--- src/rtl/muldiv_unit.sv ---
// Iterative HI/LO multiply/divide unit: one result bit per cycle, done pulses DATA_WIDTH+2 cycles after accept.
// Single-request in flight (in_ready only in IDLE); optional MULDIV_FAST_MUL_EN gives a one-cycle multiplier.
module muldiv_unit #(
  parameter int DATA_WIDTH = 32,
  parameter int OP_WIDTH   = 3
) (
  input  logic                  clk,
  input  logic                  rst,
  input  logic                  in_valid,
  output logic                  in_ready,
  input  logic [OP_WIDTH-1:0]   op,
  input  logic [DATA_WIDTH-1:0] rs,
  input  logic [DATA_WIDTH-1:0] rt,
  input  logic                  flush,
  output logic [DATA_WIDTH-1:0] hi,
  output logic [DATA_WIDTH-1:0] lo,
  output logic                  busy,
  output logic                  done,
  output logic                  div_zero
);

  localparam int W  = DATA_WIDTH;
  localparam int CW = $clog2(DATA_WIDTH);

  typedef enum logic [1:0] {
    IDLE = 2'd0,
    RUN  = 2'd1,
    FIN  = 2'd2
  } state_t;

  state_t state, state_nxt;

  logic [CW-1:0]  cnt;
  logic [2*W:0]   acc;       // mul: {partial, multiplier}; div: low W bits dividend/quotient
  logic [W-1:0]   rem;
  logic [W-1:0]   mcand;     // multiplicand or divisor magnitude
  logic [W-1:0]   rs_q;
  logic           is_mul_q;
  logic           neg_q;
  logic           rem_neg_q;
  logic           dz_q;

  logic           accept;
  logic           op_mult, op_multu, op_div, op_divu, op_mthi, op_mtlo;
  logic           is_mul_in, is_div_in, is_long_in, sgn_in;
  logic [W-1:0]   rs_mag, rt_mag;

  assign accept    = in_valid && in_ready;
  assign op_mult   = (op == OP_WIDTH'(0));
  assign op_multu  = (op == OP_WIDTH'(1));
  assign op_div    = (op == OP_WIDTH'(2));
  assign op_divu   = (op == OP_WIDTH'(3));
  assign op_mthi   = (op == OP_WIDTH'(4));
  assign op_mtlo   = (op == OP_WIDTH'(5));
  assign is_mul_in  = op_mult || op_multu;
  assign is_div_in  = op_div || op_divu;
  assign is_long_in = is_mul_in || is_div_in;
  assign sgn_in     = op_mult || op_div;

  assign rs_mag = (sgn_in && rs[W-1]) ? -rs : rs;
  assign rt_mag = (sgn_in && rt[W-1]) ? -rt : rt;

  // Iteration datapath
  logic [W:0]     mul_sum;
  logic [W:0]     div_shift;
  logic           div_ge;
  logic [W-1:0]   div_sub;

  assign mul_sum   = acc[2*W:W] + (acc[0] ? {1'b0, mcand} : {(W+1){1'b0}});
  assign div_shift = {rem, acc[W-1]};
  assign div_ge    = (div_shift >= {1'b0, mcand});
  assign div_sub   = div_shift[W-1:0] - mcand;

  // Result fix-up, applied in FIN
  logic [2*W-1:0] mag_prod;
  logic [2*W-1:0] prod_fix;
  logic [W-1:0]   quo_fix;
  logic [W-1:0]   rem_fix;

`ifdef MULDIV_FAST_MUL_EN
  assign mag_prod = {{W{1'b0}}, mcand} * {{W{1'b0}}, acc[W-1:0]};
`else
  assign mag_prod = acc[2*W-1:0];
`endif
  assign prod_fix = neg_q ? -mag_prod : mag_prod;
  assign quo_fix  = neg_q ? -acc[W-1:0] : acc[W-1:0];
  assign rem_fix  = rem_neg_q ? -rem : rem;

  // State register
  always_ff @(posedge clk) begin
    if (rst) begin
      state <= IDLE;
    end else begin
      state <= state_nxt;
    end
  end

  // Next-state logic
  always_comb begin
    state_nxt = state;
    case (state)
      IDLE: begin
        if (accept && is_long_in) begin
`ifdef MULDIV_FAST_MUL_EN
          state_nxt = is_mul_in ? FIN : RUN;
`else
          state_nxt = RUN;
`endif
        end
      end
      RUN: begin
        if (flush) begin
          state_nxt = IDLE;
        end else if (cnt == CW'(W-1)) begin
          state_nxt = FIN;
        end
      end
      FIN:     state_nxt = IDLE;
      default: state_nxt = IDLE;
    endcase
  end

  // Handshake outputs
  always_comb begin
    in_ready = (state == IDLE) && !rst;
    busy     = !in_ready;
  end

  // Datapath and architectural registers
  always_ff @(posedge clk) begin
    if (rst) begin
      hi        <= '0;
      lo        <= '0;
      done      <= 1'b0;
      div_zero  <= 1'b0;
      cnt       <= '0;
      acc       <= '0;
      rem       <= '0;
      mcand     <= '0;
      rs_q      <= '0;
      is_mul_q  <= 1'b0;
      neg_q     <= 1'b0;
      rem_neg_q <= 1'b0;
      dz_q      <= 1'b0;
    end else begin
      done <= 1'b0;

      if (accept) begin
        div_zero <= 1'b0;
        cnt      <= '0;
        if (op_mthi) begin
          hi   <= rs;
          done <= 1'b1;
        end else if (op_mtlo) begin
          lo   <= rs;
          done <= 1'b1;
        end else if (is_long_in) begin
          acc       <= {{(W+1){1'b0}}, rs_mag};
          rem       <= '0;
          mcand     <= rt_mag;
          rs_q      <= rs;
          is_mul_q  <= is_mul_in;
          neg_q     <= sgn_in && (rs[W-1] ^ rt[W-1]);
          rem_neg_q <= sgn_in && rs[W-1];
          dz_q      <= is_div_in && (rt == '0);
        end else begin
          done <= 1'b1;
        end
      end

      if (state == RUN && !flush) begin
        cnt <= cnt + CW'(1);
        if (is_mul_q) begin
          acc <= {1'b0, mul_sum, acc[W-1:1]};
        end else begin
          rem          <= div_ge ? div_sub : div_shift[W-1:0];
          acc[W-1:0]   <= {acc[W-2:0], div_ge};
        end
      end

      // Flush wins over the final write
      if (state == FIN && !flush) begin
        done <= 1'b1;
        if (is_mul_q) begin
          {hi, lo} <= prod_fix;
        end else if (dz_q) begin
          hi       <= rs_q;
          lo       <= '1;
          div_zero <= 1'b1;
        end else begin
          hi <= rem_fix;
          lo <= quo_fix;
        end
      end
    end
  end

endmodule

--- config.mk ---
export PLATFORM = sky130hd
export DESIGN_NAME = muldiv_unit
export DESIGN_NICKNAME = d
export VERILOG_FILES = /design/src/rtl/muldiv_unit.sv
export SDC_FILE = /design/constraint.sdc
export NUM_CORES = 1
export LEC_CHECK = 0
export CORE_ASPECT_RATIO = 0.6
export CORE_UTILIZATION = 40
export CTS_CLUSTER_SIZE = 16
export DETAILED_ROUTE_END_ITERATION = 16
export PLACE_DENSITY_LB_ADDON = 0.05
export SLEW_MARGIN = 0
export SYNTH_ARGS = -nofsm -noshare
export SYNTH_HDL_FRONTEND = slang
export SYNTH_SLANG_ARGS = --single-unit
--- constraint.sdc ---
create_clock -name clk -period 7.5 [get_ports clk]
set_input_delay 0.75 -clock clk [delete_from_list [all_inputs] [get_ports clk]]
set_output_delay 0.75 -clock clk [all_outputs]
set_load 0.02 [all_outputs]
Word level (Yosys, flattened, before mapping)
Index checks and enable logic that the tools add are counted.
{"block": "classes", "eq_ne": 13, "n_reduce_logical": 29, "muxes": 46, "magnitude_cmp": 1, "n_bitwise": 3, "n_addsub": 8}
{"op": "32-bit 2-to-1 mux", "n": 24}
{"op": "65-bit 2-to-1 mux", "n": 5}
{"op": "32-bit negator", "n": 4}
{"op": "64-bit 2-to-1 mux", "n": 1}
{"op": "64-bit negator", "n": 1}
{"op": "33-bit by 32-bit adder with 33-bit output", "n": 1}
{"op": "33-bit by 32-bit greater-or-equal comparator with 1-bit output", "n": 1}
{"op": "33-bit 2-to-1 mux", "n": 1}
{"op": "32-bit zero test", "n": 1}
{"op": "32-bit subtractor", "n": 1}
{"op": "5-bit 2-to-1 mux", "n": 2}
{"op": "2-bit nonzero test", "n": 5}
{"op": "1-bit logical AND", "n": 9}
{"op": "1-bit 2-to-1 mux", "n": 9}
{"op": "4-bit AND reduction", "n": 2}
{"op": "3-bit by 2-bit equality test with 1-bit output (second input constant)", "n": 2}
{"op": "3-bit equality test (second input constant)", "n": 2}
{"op": "2-bit 2-to-1 mux", "n": 3}
{"op": "2-bit by 1-bit inequality test with 1-bit output (second input constant)", "n": 3}
{"op": "5-bit by 1-bit adder with 5-bit output (second input constant)", "n": 1}
{"op": "5-bit equality test (second input constant)", "n": 1}
{"op": "1-bit logical OR", "n": 4}
{"op": "2-bit case mux with 2 select lines", "n": 1}
{"op": "2-bit AND reduction", "n": 2}
{"op": "other kinds (11)", "n": 14}
{"block": "word_totals", "word_cells": 115, "output_inout_bits": 68, "ff_bits": 238}

Logic depth before layout (Yosys ltp)
{"block": "depth", "depth_word": 10, "ltp_mapped": 14, "depth_no_buf": 12}

Worst setup path after synthesis
Ideal clock, no wire load.
{"block": "synth_timing", "path_kind": "reg2reg", "start": "register acc[12]", "end": "register hi[28]", "period_less_slack_ps": 3524, "setup_time_ps": 127, "path_buffers": 3, "required_ps": 7373, "arrival_time_ps": 3396, "path_stages_with_launch": 12, "setup_slack_ps": 3976, "cell_sequence": "dfxtp_1 -> buf_6 -> or4_1 -> or2_1 -> or4_4 -> or4_4 -> buf_6 -> or4_4 -> buf_6 -> o41ai_4 -> xor2_1 -> o21ai_1"}
{"block": "synth_between", "elab_chain_cells": 4}
{"element": "start, declared", "line_no": "34", "rtl": "logic [2*W:0] acc;"}
{"element": "start signal, assigned", "line_no": "158", "rtl": "acc <= {{(W+1){1'b0}}, rs_mag};"}
{"element": "start signal, assigned", "line_no": "174", "rtl": "acc <= {1'b0, mul_sum, acc[W-1:1]};"}
{"element": "start signal, assigned by index", "line_no": "177", "rtl": "acc[W-1:0] <= {acc[W-2:0], div_ge};"}
{"element": "64-bit negator", "line_no": "85", "rtl": "assign prod_fix = neg_q ? -mag_prod : mag_prod;"}
{"element": "64-bit 2-to-1 mux", "line_no": "85"}
{"element": "32-bit 2-to-1 mux", "line_no": "184", "rtl": "if (is_mul_q) begin"}
{"element": "32-bit 2-to-1 mux", "line_no": "182", "rtl": "if (state == FIN && !flush) begin"}
{"element": "end signal, assigned", "line_no": "185", "rtl": "{hi, lo} <= prod_fix;"}
{"element": "end signal, assigned", "line_no": "187", "rtl": "hi <= rs_q;"}
{"element": "end signal, assigned", "line_no": "191", "rtl": "hi <= rem_fix;"}
{"element": "end, declared", "line_no": "15", "rtl": "output logic [DATA_WIDTH-1:0] hi,"}
No other way between the ends.
A chain may end at the register's enable or synchronous reset.

Worst setup path in the final report
{"block": "layout_timing", "start": "register acc[0]", "end": "register acc[61]"}
{"block": "layout_between", "elab_chain_cells": 4}
{"element": "32-bit 2-to-1 mux", "line_no": "69", "rtl": "assign mul_sum = acc[2*W:W] + (acc[0] ? {1'b0, mcand} : {(W+1){1'b0}});"}
{"element": "33-bit by 32-bit adder with 33-bit output", "line_no": "69"}
{"element": "33-bit 2-to-1 mux", "line_no": "173", "rtl": "if (is_mul_q) begin"}
{"element": "65-bit 2-to-1 mux", "line_no": "171", "rtl": "if (state == RUN && !flush) begin"}
No other way between the ends.

==> summary.txt <==
Floorplan
  • Row Count: 57
  • DIE AREA: 42800 µm²
  • Core Region: 40900 µm²
  • Die Y: 161 µm
  • Die width: 267 µm
  • Starting Density: 0.410
  • IO Pins: 139

Global routing
  • First-pass GRT wire length: about 94000 µm
  • Gr ovfl total: 0
  • Vias in the first global route: about 15000
  • GRT Total Usage: 0.283
  • Initial antenna violation count: 1
  • Largest net degree at the start of global routing: 103

Synthesis
  • Post-Synthesis Cell Area: 16800 µm²
  • Yosys warnings: 0
  • Synth unique cells: between 70 and 80
  • Post-Synthesis Net Count: 2336
  • Post-synthesis sequential area ratio: 0.284
  • Most used DFF post-synth: dfxtp_1
  • Post-synthesis instance total: around 2200
  • Post-synth EDFFs: 0
  • Avg Cell Area, Syn: about 7.7 µm²
  • Asr flop ratio synth: 0
  • Post-synthesis register bit count: 238

Clock tree
  • Post-CTS setup buffers: 0
  • Clock latency on the worst-skew pair: 570 ps
  • H-tree depth: 1
  • Clock transition at path regs: around 60 ps
  • Root buffer cell: clkbuf_16
  • Hold-fix buffers at CTS: 0
  • CTS tree: yes
  • Resized Gates After CTS: 0
  • CTS max path bufs: 3
  • CTS buffer count: 26
  • Clock Sinks: approximately 240

STA
  • RSZ-0062 raised after global routing: false
  • FMAX: 0.227 GHz
  • Final Hold Fails: 0
  • Setup TNS: 0 ps
  • Fin. max-slew vios: 0
  • Max-slew headroom: 0.150
  • Endpoints failing setup: 0
  • Worst-margin pin slew: 1270 ps
  • Fin crit period: 4410 ps
  • Setup Skew: ~24 ps
  • Tcrit/Tclk final: 0.589

Pwr
  • Comb power frac: 0.179
  • Internal power: 2.32 mW
  • Clock power frac: 0.423
  • P_leak: roughly 7.5 nW
  • Max VDD drop: 0.145 mV
  • Flop pwr share: 0.398
  • Total power: 3.33 mW
  • Sw frac: 0.303
  • P_sw: 1.01 mW
  • Power Dens Cells: roughly 170 nW/µm²

Drt
  • Routed vias: between 15000 and 20000
  • Drt wl/cell: 22.0 µm
  • Final wirelength: 61800 µm
  • Iteration count of the initial detailed-routing pass: 5
  • DRT iter0 DRCs: 1649
  • Detail Route Antenna Nets: 0
  • DRC viols: 0
  • Via density: just under 6

Critical path
  • Reg2Reg Depth: 13
  • Setup CP Type: reg -> reg
  • Crit start category: flip-flop
  • R2R Path Start: acc[0]
  • Critical path arrival: around 4900 ps
  • R2r endpoint: acc[61]
  • Critical Path RT: approximately 8000 ps
  • Flop-to-flop setup slack: 3090 ps
  • Crit end category: flip-flop
  • Crit Path Max Fanout: 33

Min path
  • Min-delay worst type: reg -> reg
  • Hold Crit Depth: 2
  • Min-Delay Startpoint: rs_q[8]
  • WHS Endpoint: rs_q[8]

Status
  • Status: finished, final reports clean

Cells and area
  • Final instance area: 19400 µm²
  • Fraction of layout instances using a drive strength above 1: 0.0494
  • Post-layout util: 0.473
  • Synth-to-layout area growth: 15.4%
  • Final net count: around 2400

Placed design
  • Post-DP HPWL: 46300 µm
  • Port bufs: 138
  • Routability Congestion: between 0.9 and 1
  • Placed cell areas: 18500 µm²

Job
  • Max-Cap Viols: 0
## state kept, by name, summed over array words and instances, names as in the netlist, 2 cells and up
register	count
acc	65
cnt	5
hi	32
lo	32
mcand	32
rem	32
rs_q	32
state	2
## cell usage after synthesis, drive strengths merged, types with 55 or more instances
library cell  count  area [µm²]
inv              55         206
xor2            110         963
o21ai           155         776
nand2           253         950
nor2            222         833
a21oi           177         886
a221oi           55         482
xnor2            83         727
ha               70         876
dfxtp           238        4760
clkbuf          144         541
mux2i            93         931
## power groups by stage
| stage | Combinational, mW | Clock [mW] | Sequential, mW |
|---|---|---|---|
| CTS | 0.581 | 1.43 | 1.32 |
| finish | 0.596 | 1.41 | 1.32 |
| global route | 0.640 | 1.48 | 1.33 |
| floorplan | 0.381 | 0 | 1.34 |
| global placement | 0.576 | 0 | 1.35 |
| detailed placement | 0.577 | 0 | 1.35 |
## worst max-delay path by stage
stage,start,end,slack [ps]
6_report,acc[0],acc[61],3090
3_5_place_dp,acc[0],hi[28],3180
4_1_cts,acc[0],hi[28],3170
2_1_floorplan,acc[12],hi[28],3980
5_1_grt,acc[0],acc[61],2760
3_3_place_gp,acc[0],hi[28],3350
## critical path, stage by stage (launching register included)
cell and delay (ps):
dfxtp_1 360, inv_1 930, nor2_1 220, fa_1 520
a211oi_1 290, o211ai_1 180, a21oi_1 400, a2111oi_0 200
buf_4 210, o21ai_0 350, nand3_1 130, a31oi_1 220
xnor2_1 80, a22o_1 190
## kinds of logic after synthesis
family                   share of synthesized area
adder cells (fa/ha/maj)                     0.0545
XOR/XNOR                                     0.101
buffers and inverters                       0.0490
multiplexers                                0.0574
flip-flops                                   0.284
AO/OA/AOI/OAI                                0.251
AND/OR/NAND/NOR                              0.203
## layer usage
layer | track usage | routed length [µm] | part of all wire | up-vias
li1 | - | - | - | 8031
met1 | 0.472 | 32900 | 0.53 | 7968
met2 | 0.368 | 23100 | 0.37 | 659
met3 | 0.0394 | 4690 | 0.076 | 66
met4 | 0.0496 | 1060 | 0.017 | 2
met5 | 0.0135 | 80 | 0.0013 | -
## layout by cell type (no fill, tap or decap), types with 17 or more instances in the layout
cell type and n:
nand2_1 251, dfxtp_1 236, nor2_1 221, a21oi_1 177, o21ai_0 149, clkdlybuf4s50_1 137
xor2_1 110, mux2i_1 93, xnor2_1 83, ha_1 70, inv_1 55, a221oi_1 55
nand3_1 51, a211oi_1 42, nor3_1 29, o31ai_1 29, or3_1 27, clkbuf_16 27
a21o_1 25, buf_4 23, a31oi_1 22, nor4_1 21, a22o_1 19, or2_2 17
## stage by stage
| step | setup WS, ps | hold WS (ps) | std cells |
|---|---|---|---|
| after floorplan | 3980 | 433 | 2193 |
| after global placement | 3350 | 440 | 2758 |
| after detailed placement | 3180 | 445 | 2758 |
| after CTS | 3170 | 456 | 2806 |
| after global routing | 2760 | 472 | 2806 |
| final | 3090 | 455 | 2807 |
## area by class of cell
class | instances | area, µm²
Inverter | 55 | 206
Timing Repair Buffer | 161 | 1560
Clock buffer | 33 | 748
Sequential cell | 238 | 4770
Tap cell | 560 | 701
Multi-Input combinational cell | 1744 | 11200
Antenna cell | 1 | 2.50
Fill cell | 4161 | 21600
Clock inverter | 15 | 153
(Power assumes the default switching activity.)
